## config.mk

```make
export PLATFORM = sky130hd
export DESIGN_NAME = axi_lite_slave_mem
export DESIGN_NICKNAME = d
export VERILOG_FILES = /design/src/rtl/axi_lite_slave_mem.sv
export SDC_FILE = /design/constraint.sdc
export NUM_CORES = 1
export LEC_CHECK = 0
export ABC_CLOCK_PERIOD_IN_PS = 38400
export CAP_MARGIN = 25
export CORE_AREA = 10 10 255 257
export DETAILED_ROUTE_END_ITERATION = 8
export DIE_AREA = 0 0 265 267
export SLEW_MARGIN = 20
export SYNTH_ARGS = -nofsm -noshare
export SYNTH_HDL_FRONTEND = slang
export SYNTH_SLANG_ARGS = --single-unit
export TNS_END_PERCENT = 100
```

## constraint.sdc

```tcl
create_clock -name S_ACLK -period 38.4 [get_ports S_ACLK]
set_input_delay 7.68 -clock S_ACLK [delete_from_list [all_inputs] [get_ports S_ACLK]]
set_output_delay 7.68 -clock S_ACLK [all_outputs]
set_load 0.1 [all_outputs]
```

## src/rtl/axi_lite_slave_mem.sv

```systemverilog
// rtl/axi_lite_slave_mem.sv - AXI-Lite slave backed by a small register memory
//
// Purpose: word-addressed memory of MEM_WORDS x DATA_WIDTH behind an AXI-Lite
// slave port, with independent write and read state machines and a registered
// LED mirror of word 0.
//
// Ports:
//   S_ACLK, S_ARRESET          clock, asynchronous active-high reset
//   M_AW* / S_AWREADY          write-address channel
//   M_W*  / S_WREADY           write-data channel (with byte strobes)
//   S_B*  / M_BREADY           write-response channel (OKAY / SLVERR)
//   M_AR* / S_ARREADY          read-address channel
//   S_R*  / M_RREADY           read-data channel (OKAY / SLVERR)
//   led                        registered copy of word 0 low LED_WIDTH bits
module axi_lite_slave_mem #(
    parameter int ADDR_WIDTH = 32,
    parameter int DATA_WIDTH = 32,
    parameter int MEM_WORDS  = 16,
    parameter int LED_WIDTH  = 16
) (
    input  logic                    S_ACLK,
    input  logic                    S_ARRESET,
    input  logic                    M_AWVALID,
    output logic                    S_AWREADY,
    input  logic [ADDR_WIDTH-1:0]   M_AWADDR,
    input  logic                    M_WVALID,
    output logic                    S_WREADY,
    input  logic [DATA_WIDTH-1:0]   M_WDATA,
    input  logic [DATA_WIDTH/8-1:0] M_WSTRB,
    output logic                    S_BVALID,
    input  logic                    M_BREADY,
    output logic [1:0]              S_BRESP,
    input  logic                    M_ARVALID,
    output logic                    S_ARREADY,
    input  logic [ADDR_WIDTH-1:0]   M_ARADDR,
    output logic                    S_RVALID,
    input  logic                    M_RREADY,
    output logic [DATA_WIDTH-1:0]   S_RDATA,
    output logic [1:0]              S_RRESP,
    output logic [LED_WIDTH-1:0]    led
);
    localparam int STRB_W     = DATA_WIDTH / 8;
    localparam int BYTE_SHIFT = $clog2(STRB_W);
    localparam int IDX_W      = $clog2(MEM_WORDS);
    localparam int IDX_HI     = BYTE_SHIFT + IDX_W;

    localparam logic [1:0] RESP_OKAY   = 2'b00;
    localparam logic [1:0] RESP_SLVERR = 2'b10;

    localparam logic [1:0] W_IDLE = 2'd0;
    localparam logic [1:0] W_WAIT = 2'd1;
    localparam logic [1:0] W_RESP = 2'd2;
    localparam logic [0:0] R_IDLE = 1'b0;
    localparam logic [0:0] R_DATA = 1'b1;

    // Address decode: byte-lane bits are dropped, anything above the index
    // field makes the access out of range (no aliasing onto low words).
    logic             aw_ok, ar_ok;
    logic [IDX_W-1:0] aw_idx, ar_idx;
    logic             unused_addr_lsb;
    assign aw_ok  = (M_AWADDR[ADDR_WIDTH-1:IDX_HI] == '0);
    assign ar_ok  = (M_ARADDR[ADDR_WIDTH-1:IDX_HI] == '0);
    assign aw_idx = M_AWADDR[IDX_HI-1:BYTE_SHIFT];
    assign ar_idx = M_ARADDR[IDX_HI-1:BYTE_SHIFT];
    assign unused_addr_lsb = ^{M_AWADDR[BYTE_SHIFT-1:0], M_ARADDR[BYTE_SHIFT-1:0]};

    logic [DATA_WIDTH-1:0] mem_q [MEM_WORDS];
    logic [LED_WIDTH-1:0]  led_q;

    // Write path state
    logic [1:0]            wstate_q, wstate_d;
    logic                  awready_q, awready_d, wready_q, wready_d;
    logic                  aw_have_q, aw_have_d, w_have_q, w_have_d;
    logic                  aw_ok_q, aw_ok_d;
    logic [IDX_W-1:0]      awidx_q, awidx_d;
    logic [DATA_WIDTH-1:0] wdata_q, wdata_d;
    logic [STRB_W-1:0]     wstrb_q, wstrb_d;
    logic                  bvalid_q, bvalid_d;
    logic [1:0]            bresp_q, bresp_d;
    logic                  commit;

    // Read path state
    logic [0:0]            rstate_q, rstate_d;
    logic                  arready_q, arready_d;
    logic                  rvalid_q, rvalid_d;
    logic [DATA_WIDTH-1:0] rdata_q, rdata_d;
    logic [1:0]            rresp_q, rresp_d;

    logic aw_hs, w_hs, b_hs, ar_hs, r_hs;
    assign aw_hs = M_AWVALID & awready_q;
    assign w_hs  = M_WVALID  & wready_q;
    assign b_hs  = bvalid_q  & M_BREADY;
    assign ar_hs = M_ARVALID & arready_q;
    assign r_hs  = rvalid_q  & M_RREADY;

    always_comb begin
        wstate_d  = wstate_q;
        awready_d = awready_q;
        wready_d  = wready_q;
        aw_have_d = aw_have_q;
        w_have_d  = w_have_q;
        aw_ok_d   = aw_ok_q;
        awidx_d   = awidx_q;
        wdata_d   = wdata_q;
        wstrb_d   = wstrb_q;
        bvalid_d  = bvalid_q;
        bresp_d   = bresp_q;
        commit    = 1'b0;
        case (wstate_q)
            W_IDLE: begin
                // Raising READY here also covers the first edge after reset.
                awready_d = 1'b1;
                wready_d  = 1'b1;
                if (aw_hs || w_hs) wstate_d = W_WAIT;
            end
            W_WAIT: begin
                if (aw_have_q && w_have_q) begin
                    commit   = 1'b1;
                    bvalid_d = 1'b1;
                    bresp_d  = aw_ok_q ? RESP_OKAY : RESP_SLVERR;
                    wstate_d = W_RESP;
                end
            end
            W_RESP: begin
                if (b_hs) begin
                    bvalid_d  = 1'b0;
                    bresp_d   = RESP_OKAY;
                    awready_d = 1'b1;
                    wready_d  = 1'b1;
                    aw_have_d = 1'b0;
                    w_have_d  = 1'b0;
                    wstate_d  = W_IDLE;
                end
            end
            default: wstate_d = W_IDLE;
        endcase
        // Each channel is captured independently and its READY stays low
        // until the response handshake.
        if (aw_hs) begin
            aw_have_d = 1'b1;
            awready_d = 1'b0;
            aw_ok_d   = aw_ok;
            awidx_d   = aw_idx;
        end
        if (w_hs) begin
            w_have_d = 1'b1;
            wready_d = 1'b0;
            wdata_d  = M_WDATA;
            wstrb_d  = M_WSTRB;
        end
    end

    always_comb begin
        rstate_d  = rstate_q;
        arready_d = arready_q;
        rvalid_d  = rvalid_q;
        rdata_d   = rdata_q;
        rresp_d   = rresp_q;
        case (rstate_q)
            R_IDLE: begin
                arready_d = 1'b1;
                if (ar_hs) begin
                    // Memory is sampled on the AR edge, so a write committing
                    // on that same edge is not yet visible.
                    arready_d = 1'b0;
                    rvalid_d  = 1'b1;
                    rdata_d   = ar_ok ? mem_q[ar_idx] : '0;
                    rresp_d   = ar_ok ? RESP_OKAY : RESP_SLVERR;
                    rstate_d  = R_DATA;
                end
            end
            default: begin
                if (r_hs) begin
                    rvalid_d  = 1'b0;
                    arready_d = 1'b1;
                    rstate_d  = R_IDLE;
                end
            end
        endcase
    end

    always_ff @(posedge S_ACLK or posedge S_ARRESET) begin
        if (S_ARRESET) begin
            wstate_q  <= W_IDLE;
            awready_q <= 1'b0;
            wready_q  <= 1'b0;
            aw_have_q <= 1'b0;
            w_have_q  <= 1'b0;
            aw_ok_q   <= 1'b0;
            awidx_q   <= '0;
            wdata_q   <= '0;
            wstrb_q   <= '0;
            bvalid_q  <= 1'b0;
            bresp_q   <= RESP_OKAY;
            rstate_q  <= R_IDLE;
            arready_q <= 1'b0;
            rvalid_q  <= 1'b0;
            rdata_q   <= '0;
            rresp_q   <= RESP_OKAY;
            led_q     <= '0;
            for (int i = 0; i < MEM_WORDS; i++) mem_q[i] <= '0;
        end else begin
            wstate_q  <= wstate_d;
            awready_q <= awready_d;
            wready_q  <= wready_d;
            aw_have_q <= aw_have_d;
            w_have_q  <= w_have_d;
            aw_ok_q   <= aw_ok_d;
            awidx_q   <= awidx_d;
            wdata_q   <= wdata_d;
            wstrb_q   <= wstrb_d;
            bvalid_q  <= bvalid_d;
            bresp_q   <= bresp_d;
            rstate_q  <= rstate_d;
            arready_q <= arready_d;
            rvalid_q  <= rvalid_d;
            rdata_q   <= rdata_d;
            rresp_q   <= rresp_d;
            // Mirrors the committed word 0 one cycle after the commit.
            led_q     <= mem_q[0][LED_WIDTH-1:0];
            if (commit && aw_ok_q) begin
                for (int b = 0; b < STRB_W; b++) begin
                    if (wstrb_q[b]) mem_q[awidx_q][8*b +: 8] <= wdata_q[8*b +: 8];
                end
            end
        end
    end

    assign S_AWREADY = awready_q;
    assign S_WREADY  = wready_q;
    assign S_BVALID  = bvalid_q;
    assign S_BRESP   = bresp_q;
    assign S_ARREADY = arready_q;
    assign S_RVALID  = rvalid_q;
    assign S_RDATA   = rdata_q;
    assign S_RRESP   = rresp_q;
    assign led       = led_q;
endmodule

```

-- Yosys cells after proc, flatten, opt, wreduce, memory -nomap -nowiden
Index checks and enable logic that the tools add are counted.
Widths: inputs -> output; s select.
- bits in registers: 615
- latch bits: 0
- memory bits (writable): 0
- ROM bits: 0
- input port bits: 107
- output and inout port bits: 57
- logic and storage cells: 127
- memories kept: 0
- add/sub/neg operators: 0
- $mul: 0
- divide/modulo/power cells: 0
- magnitude comparators: 3
- equality and inequality tests: 8
- shift operators: 0
- multiplexer cells: 52
- bitwise logic cells: 8
- reduce and logical (&&, ||, !) cells: 23
- operators with widths (cell ; number):
    $mux 512 ; 7
    $bwmux 512 ; 4
    $demux 32 s4 ; 4
    $bmux 32 s4 ; 1
    $mux 32 ; 4
    $logic_not 26->1 ; 2
    $mux 24 ; 1
    $mux 1 ; 19
    $mux 16 ; 1
    $mux 2 ; 6
    $reduce_and 2->1 ; 6
    $reduce_bool 2->1 ; 6
    $ge 5x5->1 const B ; 2
    $not 4->5 ; 2
    $mux 8 ; 1
    $ne 2x2->1 const B ; 3
    $ne 3x3->1 const B ; 2
    $pmux 2 s3 ; 1
    $reduce_and 3->1 ; 2
    $reduce_bool 3->1 ; 2
    $and 1x1->1 ; 5
    $lt 5x1->1 const B ; 1
    $pmux 1 s2 ; 2
    $pmux 2 s2 ; 1
    7 further kinds ; 9

-- Longest topological paths before layout
Gate-level depths: netlist of run 1.
- word-level depth: 16
- gate-level depth with buffers: 7
- mapped depth without buffers: 4

-- Worst setup path after synthesis of run 1
No wires, ideal clock.
- path kind: input-to-reg
- start: in M_ARADDR[4]
- end: reg rdata_q[10] (netlist: S_RDATA[10])
- setup time: 122 ps
- data arrival time: 9134 ps
- data required time: 38278 ps
- slack: 29145 ps
- cell stages on the path: 6
- path buffers: 2
- cells stage by stage: buf_2 buf_2 mux4_2 a22oi_1 nand2_1 a22o_1
- longest elaborated chain between the ends: 5
- RTL lines (item ; line ; text):
    start, declared ; 35 ; input logic [ADDR_WIDTH-1:0] M_ARADDR,
    $not 4->5 (not written as such) ; 167 ; rdata_d = ar_ok ? mem_q[ar_idx] : '0;
    $bmux 32 s4 ; 167 ;
    $mux 32 (not written as such) (2 in series) ; 167 ;
    $mux 32 ; 167 ;
    end signal, assigned ; 217 ; rdata_q <= rdata_d;
    end, declared ; 86 ; logic [DATA_WIDTH-1:0] rdata_q, rdata_d;
No other way between the ends. The select of a mux whose other input is x is not followed.
A chain may end at the register's enable or synchronous reset.

-- Final worst setup path of run 1
- start: reg rdata_q[31] (netlist: S_RDATA[31])
- end: out S_RDATA[31]
- RTL lines (item ; line ; text):
    end, declared ; 38 ; output logic [DATA_WIDTH-1:0] S_RDATA,
No word-level cell between the ends.

==> impl_metrics.yaml, run 1 <==
synthesis:
  netlist_area_mm2: 0.02659
  yosysUniqueCellTypes: 37
  async_flop_share_pct: 100.0
  syn_avg_cell_area_um2: 15.95
  synth_top_cell_area_share_pct: 57.69
  yosysTopAreaCell: "dfrtp_1"
  yosysWarnings: 0
  synth_cells: 1667
  synth_area_leaders: "dfrtp_1 (58%), mux2_2 (23%), mux4_2 (11%)"
  synth_most_common_cell: "dfrtp_1"
  yosysSeqAreaShare_pct: 57.69
  synth-edff-count: 0
  yosys_most_used_dff: "dfrtp_1"
  netlist_top_cells_count: "dfrtp_1 (613), mux2_2 (541), mux4_2 (128)"
  synth_seq_cells: 613
timing:
  setup_violations: 0
  hold_viol: 0
  finClkSkew_ns: 0.01951
  finalCriticalPeriod_ns: 9.930
  slew_headroom_pct: 30.86
  post-route-period-util_pct: 25.86
  timing.setup.tns_ns: 0
  rsz0062_at_grt: "false"
  worst-slew-pin-transition_ns: 1.037
  slew_viol_final: 0
  fmax_ghz: 0.1007
drt:
  drt_iter0_drc: 941
  first_pass_iters: 5
  ant_nets: 0
  finalWirelength_mm: 63.80
  vias_per_cell: 5.676
  wl_per_cell_um: 24.09
  drc: 0
  via_count: 15030
power_and_ir_drop:
  power_per_cell_area_mw_per_mm2: 49.70
  ir_worst_vdd_uv: 31.39
  intPower_uw: 1114
  clkPwrFrac_pct: 41.3
  pwr-share-comb_pct: 9.3
  switchingPower_uw: 434.1
  p_sw_share_pct: 28.04
  pwr-share-seq_pct: 49.4
  leakage_uw: 0.01501
worst_setup_path:
  critPathMaxFanout: 2
  critical_path.max_stage_delay_ns: 1.19
  path_class: "flop to output port"
  path_cells: "clkdlybuf4s50_1"
  startpoint_type: "flop"
  critPathSlowestCell: "clkdlybuf4s50_1"
  path_buf_inv: 1
  path_delay_family: "buffers and inverters"
  arrival_ns: 2.25
  crit_required_ns: 30.72
  end_kind: "output port"
layout:
  antenna_cells: 0
  n_fill_cell: 4993
  post-route-util_pct: 52.00
  drive_above_1_share_pct: 45.18
  multi_input_area_mm2: 0.01086
  syn_to_final_growth_pct: 17.16
  seq_area_mm2: 0.01534
  nets: 1928
clock_network:
  cts_buffers: 69
  clk_path_buf_depth: 3
  cts_resized: 0
  hold_buffers: 0
  cts_root_buffer: "clkbuf_16"
  worstSkewPairLatency_ns: 0.60
  cts_setup_buffers: 0
  clock-sinks: 613
  path_clk_slew_ns: 0.06
  h-tree-depth: 3
  cts_tree: "done"
die:
  initial_utilization_pct: 44.38
  dieArea_mm2: 0.07076
  die_w_um: 265
  coreArea_mm2: 0.05991
  num_rows: 90
  fp.dieH_um: 267
  pin_count: 164
global_route:
  grt_pass1_wl_mm: 100.1
  grt_max_degree: 187
  grt_pass1_vias: 16460
  gr-total-overflow: 0
  antenna_found_initial: 4
  grt_use_total_pct: 18.44
hold_path:
  hold_path.class: "flop to flop"
placed_design:
  portBuffers: 157
  dp_hpwl_mm: 39.24
  gp_congestion: 0.7388
outcome:
  status: "complete, no violations"
job:
  drv_cap: 0
==> per-layer routing <==
layer	vias up	wire length [µm]	track usage, %	part of all wire [%]
met4	0	1482	5.203	2.3
li1	6588	-	-	-
met3	106	2823	3.672	4.4
met2	315	31140	30.51	49
met5	-	0	0	0
met1	8022	28360	24.40	44
==> state kept, by name, indices dropped and copies added, names as in the netlist, 2 cells and up <==
name and cells:
S_RDATA 32, awidx_q 4, led 16, mem_q 512, wdata_q 32, wstate_q 2, wstrb_q 4
==> worst reg2reg max path, cell delays in order, from the launching register on <==
cell and delay, ns:
dfrtp_1 0.43, and4b_1 0.32, and3_1 0.71, nand2_1 0.69, mux2_2 0.47
==> logic make-up (layout without fill, tap and decap cells) <==
family          Yosys count  count (layout)  share of synthesized area [%]
flops                   613             613                          57.69
compound gates          101             101                          2.979
other cells               1               2                        0.01410
mux                     683             683                          34.33
simple gates            174             174                          3.393
buf+inv                  95             293                          1.590
==> stage by stage <==
| step | power (µW) | std cells | area, µm² | hold WS, ns | worst slack [ns] |
|---|---|---|---|---|---|
| 5_1_grt | 1618 | 2648 | 31150 | 0.4160 | 28.12 |
| 2_1_floorplan | 848.9 | 1668 | 26590 | 0.3645 | 13.56 |
| 4_1_cts | 1570 | 2646 | 31100 | 0.4039 | 28.10 |
| 3_3_place_gp | 915.1 | 2530 | 28900 | 0.3809 | 27.60 |
| 6_report | 1548 | 2648 | 31150 | 0.3994 | 28.47 |
| 3_5_place_dp | 922.2 | 2530 | 28910 | 0.3850 | 27.48 |
==> final timing paths <==
path	to	slack, ns	depth (start not counted)	startpoint
max	S_RDATA[31]	28.47	1	S_RDATA[31]$_DFFE_PP0P_
min	led[9]$_DFF_PP0_	0.40	0	mem_q[489]$_DFFE_PP0P_
max reg2reg	mem_q[22]$_DFFE_PP0P_	35.66	4	wstate_q[1]$_DFFE_PP0P_
min reg2reg	led[9]$_DFF_PP0_	0.40	0	mem_q[489]$_DFFE_PP0P_
max in group asynchronous	mem_q[397]$_DFFE_PP0P_	28.54	5	S_ARRESET
min in group asynchronous	mem_q[411]$_DFFE_PP0P_	7.52	2	S_ARRESET
==> power groups by stage <==
stage	clock, µW	sequential [µW]	combinational, µW
after floorplan	0	738	111
after global placement	0	773	142
after detailed placement	0	777	145
after CTS	659	765	146
after global routing	685	778	155
final	640	764	144
==> layout make-up <==
type                       instances  area share (%)
sequential                       613           49.24
clock inverter                    11          0.4378
clock buffer                     105           6.603
timing repair buffer             176           5.667
inverter                           1         0.03615
multi-input combinational        960           34.87
tap                              782           3.141
==> cells in the final DEF (no fill, tap or decap), types with 2 or more instances in the layout <==
| cell | instances |
|---|---|
| dfrtp_1 | 613 |
| mux2_2 | 541 |
| clkdlybuf4s50_1 | 155 |
| mux4_2 | 128 |
| clkbuf_16 | 73 |
| nand2_1 | 68 |
| a22oi_1 | 62 |
| nand2_2 | 48 |
| a22o_1 | 31 |
| clkbuf_1 | 21 |
| buf_4 | 15 |
| nor2_1 | 13 |
| nor4_1 | 13 |
| mux2_1 | 11 |
| clkbuf_8 | 11 |
| clkinv_2 | 6 |
| nor3_2 | 5 |
| and3_1 | 4 |
| nand2b_1 | 3 |
| nand4_1 | 3 |
| mux2i_1 | 3 |
| bufinv_16 | 3 |
| buf_6 | 3 |
| nand3b_1 | 2 |
| nand4b_1 | 2 |
| nand3_1 | 2 |
| o21ai_0 | 2 |
| nor2_4 | 2 |
| a21oi_1 | 2 |
| nor3_1 | 2 |
| conb_1 | 2 |
| buf_12 | 2 |
No activity file was read; power rests on OpenSTA's default activity.
==> run 2: changes to the inputs <==
--- a/config.mk
+++ b/config.mk
@@ -5,11 +5,12 @@
 export SDC_FILE = /design/constraint.sdc
 export NUM_CORES = 1
 export LEC_CHECK = 0
-export ABC_CLOCK_PERIOD_IN_PS = 38400
+export ABC_CLOCK_PERIOD_IN_PS = 9070
 export CAP_MARGIN = 25
 export CORE_AREA = 10 10 255 257
 export DETAILED_ROUTE_END_ITERATION = 8
 export DIE_AREA = 0 0 265 267
+export PLACE_DENSITY = 0.65
 export SLEW_MARGIN = 20
 export SYNTH_ARGS = -nofsm -noshare
 export SYNTH_HDL_FRONTEND = slang
==> constraint.sdc (replaced) <==
create_clock -name S_ACLK -period 9.07 [get_ports S_ACLK]
set_input_delay 1.814 -clock S_ACLK [delete_from_list [all_inputs] [get_ports S_ACLK]]
set_output_delay 1.814 -clock S_ACLK [all_outputs]
set_load 0.1 [all_outputs]
==> run 2 against run 1 <==
  * Register-to-register slack got worse by 29 ns
  * Non-clock buffer count increased by 1
  * Hold slack got worse by 0.0014 ns
  * Clock-buffer cell count decreased by 2
  * Clock skew increased by 0.00052 ns
  * Critical path depth increased by 5
  * Critical path type is now primary input to flop
  * Clock power increased to 4.3 times the previous value
  * Highest routed layer unchanged
  * Largest cell class unchanged
  * Global-route usage decreased by 0.39 points
  * Cell area about the same
  * First-iteration DRC count decreased by 3.7%
  * Combinational power increased to 4.2 times the previous value
==> impl_metrics.yaml, run 2 (same netlist as run 1, synthesis figures left out) <==
worst_setup_path:
  end_kind: "flop"
  critPathSlowestCell: "buf_4"
  crit_required_ns: 9.54
  path_cells: "buf_6, buf_4, mux4_2, a22oi_1, nand2_1, a22o_1"
  path_class: "primary input to flop"
  startpoint_type: "primary input"
  crit_start: "M_ARADDR[4]"
  path_buf_inv: 2
  critPathMaxFanout: 47
  critical_path.max_stage_delay_ns: 0.81
  path_delay_family: "buffers and inverters"
  r2r_start: "wstate_q[1]$_DFFE_PP0P_"
  arrival_ns: 4.47
global_route:
  grt_pass1_wl_mm: 98.08
  grt_pass1_vias: 16210
  grt_use_total_pct: 18.05
  antenna_found_initial: 0
  grt_max_degree: 137
  gr-total-overflow: 0
clock_network:
  path_clk_slew_ns: 0.06
  worstSkewPairLatency_ns: 0.59
  cts_resized: 0
  h-tree-depth: 3
  hold_buffers: 0
  cts_tree: "done"
  cts_buffers: 67
  clk_path_buf_depth: 3
  clock-sinks: 613
  cts_root_buffer: "clkbuf_16"
  cts_setup_buffers: 0
layout:
  syn_to_final_growth_pct: 17.27
  regMostFlops: "mem_q"
  antenna_cells: 0
  n_fill_cell: 4908
  nets: 1927
  drive_above_1_share_pct: 45.34
  post-route-util_pct: 52.05
  final_cell_mix: "dfrtp_1 (613), mux2_2 (541), clkdlybuf4s50_1 (155)"
  mostFrequentLayoutCell: "dfrtp_1"
  largest_reg_flops: 512
drt:
  drc: 0
  via_count: 15100
  finalWirelength_mm: 63.53
  met1_length_mm: 28.01
  ant_nets: 0
  wl_met3_mm: 2.909
  vias_per_cell: 5.701
  wl_per_cell_um: 23.99
  first_pass_iters: 4
  dr_wl_met2_mm: 30.51
  routed.top_layer: "met4"
  drt_iter0_drc: 906
die:
  dieArea_mm2: 0.07076
  die_w_um: 265
  num_rows: 90
  pin_count: 164
  initial_utilization_pct: 44.38
  coreArea_mm2: 0.05991
  fp.dieH_um: 267
power_and_ir_drop:
  leakage_uw: 0.01501
  pwr-share-seq_pct: 49.3
  power_per_cell_area_mw_per_mm2: 209.7
  ir_worst_vdd_uv: 151.4
  clkPwrFrac_pct: 41.5
  pwr-share-comb_pct: 9.2
  intPower_uw: 4729
  p_sw_share_pct: 27.67
  switchingPower_uw: 1809
timing:
  slew_viol_final: 0
  worst-slew-pin-transition_ns: 1.025
  finalCriticalPeriod_ns: 3.994
  finClkSkew_ns: 0.02003
  rsz0062_at_grt: "false"
  setup_violations: 0
  slew_headroom_pct: 31.45
  fmax_ghz: 0.2504
  hold_viol: 0
  whs_ns: 0.3980
  post-route-period-util_pct: 44.03
placed_design:
  portBuffers: 157
  gp_congestion: 0.7373
  dp_hpwl_mm: 38.88
outcome:
  status: "complete, no violations"
hold_path:
  hold_start: "mem_q[480]$_DFFE_PP0P_"
  hold_path.class: "flop to flop"
job:
  drv_cap: 0
## run 2: cell type report
type                       count  area (µm²)  area share [%]
sequential                   613       15340           49.20
multi-input combinational    960       10860           34.82
clock inverter                12       146.4          0.4695
inverter                       1       7.507         0.02408
tap                          782       978.4           3.138
timing repair buffer         177        1782           5.714
clock buffer                 103        2069           6.637
## run 2: layer usage
metal | track usage (%) | vias up
met1 | 23.53 | 8084
met3 | 3.626 | 118
li1 | - | 6579
met5 | 0 | -
met4 | 6.305 | 0
met2 | 29.70 | 315
## run 2: through the flow
| stage | total power (µW) | cells | instance area (µm²) | setup slack (ns) | setup TNS [ns] |
|---|---|---|---|---|---|
| 5_1_grt | 6822 | 2648 | 31180 | 4.877 | 0 |
| 2_1_floorplan | 3595 | 1668 | 26600 | -1.109 | -679.86 |
| 4_1_cts | 6622 | 2647 | 31150 | 5.039 | 0 |
| 3_3_place_gp | 3844 | 2532 | 28940 | 4.410 | 0 |
| 3_5_place_dp | 3881 | 2532 | 28940 | 4.426 | 0 |
| 6_report | 6538 | 2648 | 31180 | 5.076 | 0 |
## run 2: final timing paths
| check | cells past startpoint | slack, ns | end |
|---|---|---|---|
| setup / recovery | 6 | 5.08 | S_RDATA[23]$_DFFE_PP0P_ |
| hold / removal | 0 | 0.40 | led[0]$_DFF_PP0_ |
| setup reg to reg | 4 | 6.33 | mem_q[437]$_DFFE_PP0P_ |
| hold reg to reg | 0 | 0.40 | led[0]$_DFF_PP0_ |
| max in group asynchronous | 4 | 5.90 | mem_q[212]$_DFFE_PP0P_ |
| min in group asynchronous | 3 | 1.77 | mem_q[452]$_DFFE_PP0P_ |
## run 2: power by group through the flow
stage / combinational, µW / sequential, µW / clock [µW]
3_3_place_gp: 592 / 3250 / 0
5_1_grt: 644 / 3280 / 2900
6_report: 599 / 3220 / 2720
3_5_place_dp: 605 / 3280 / 0
2_1_floorplan: 472 / 3120 / 0
4_1_cts: 609 / 3230 / 2790
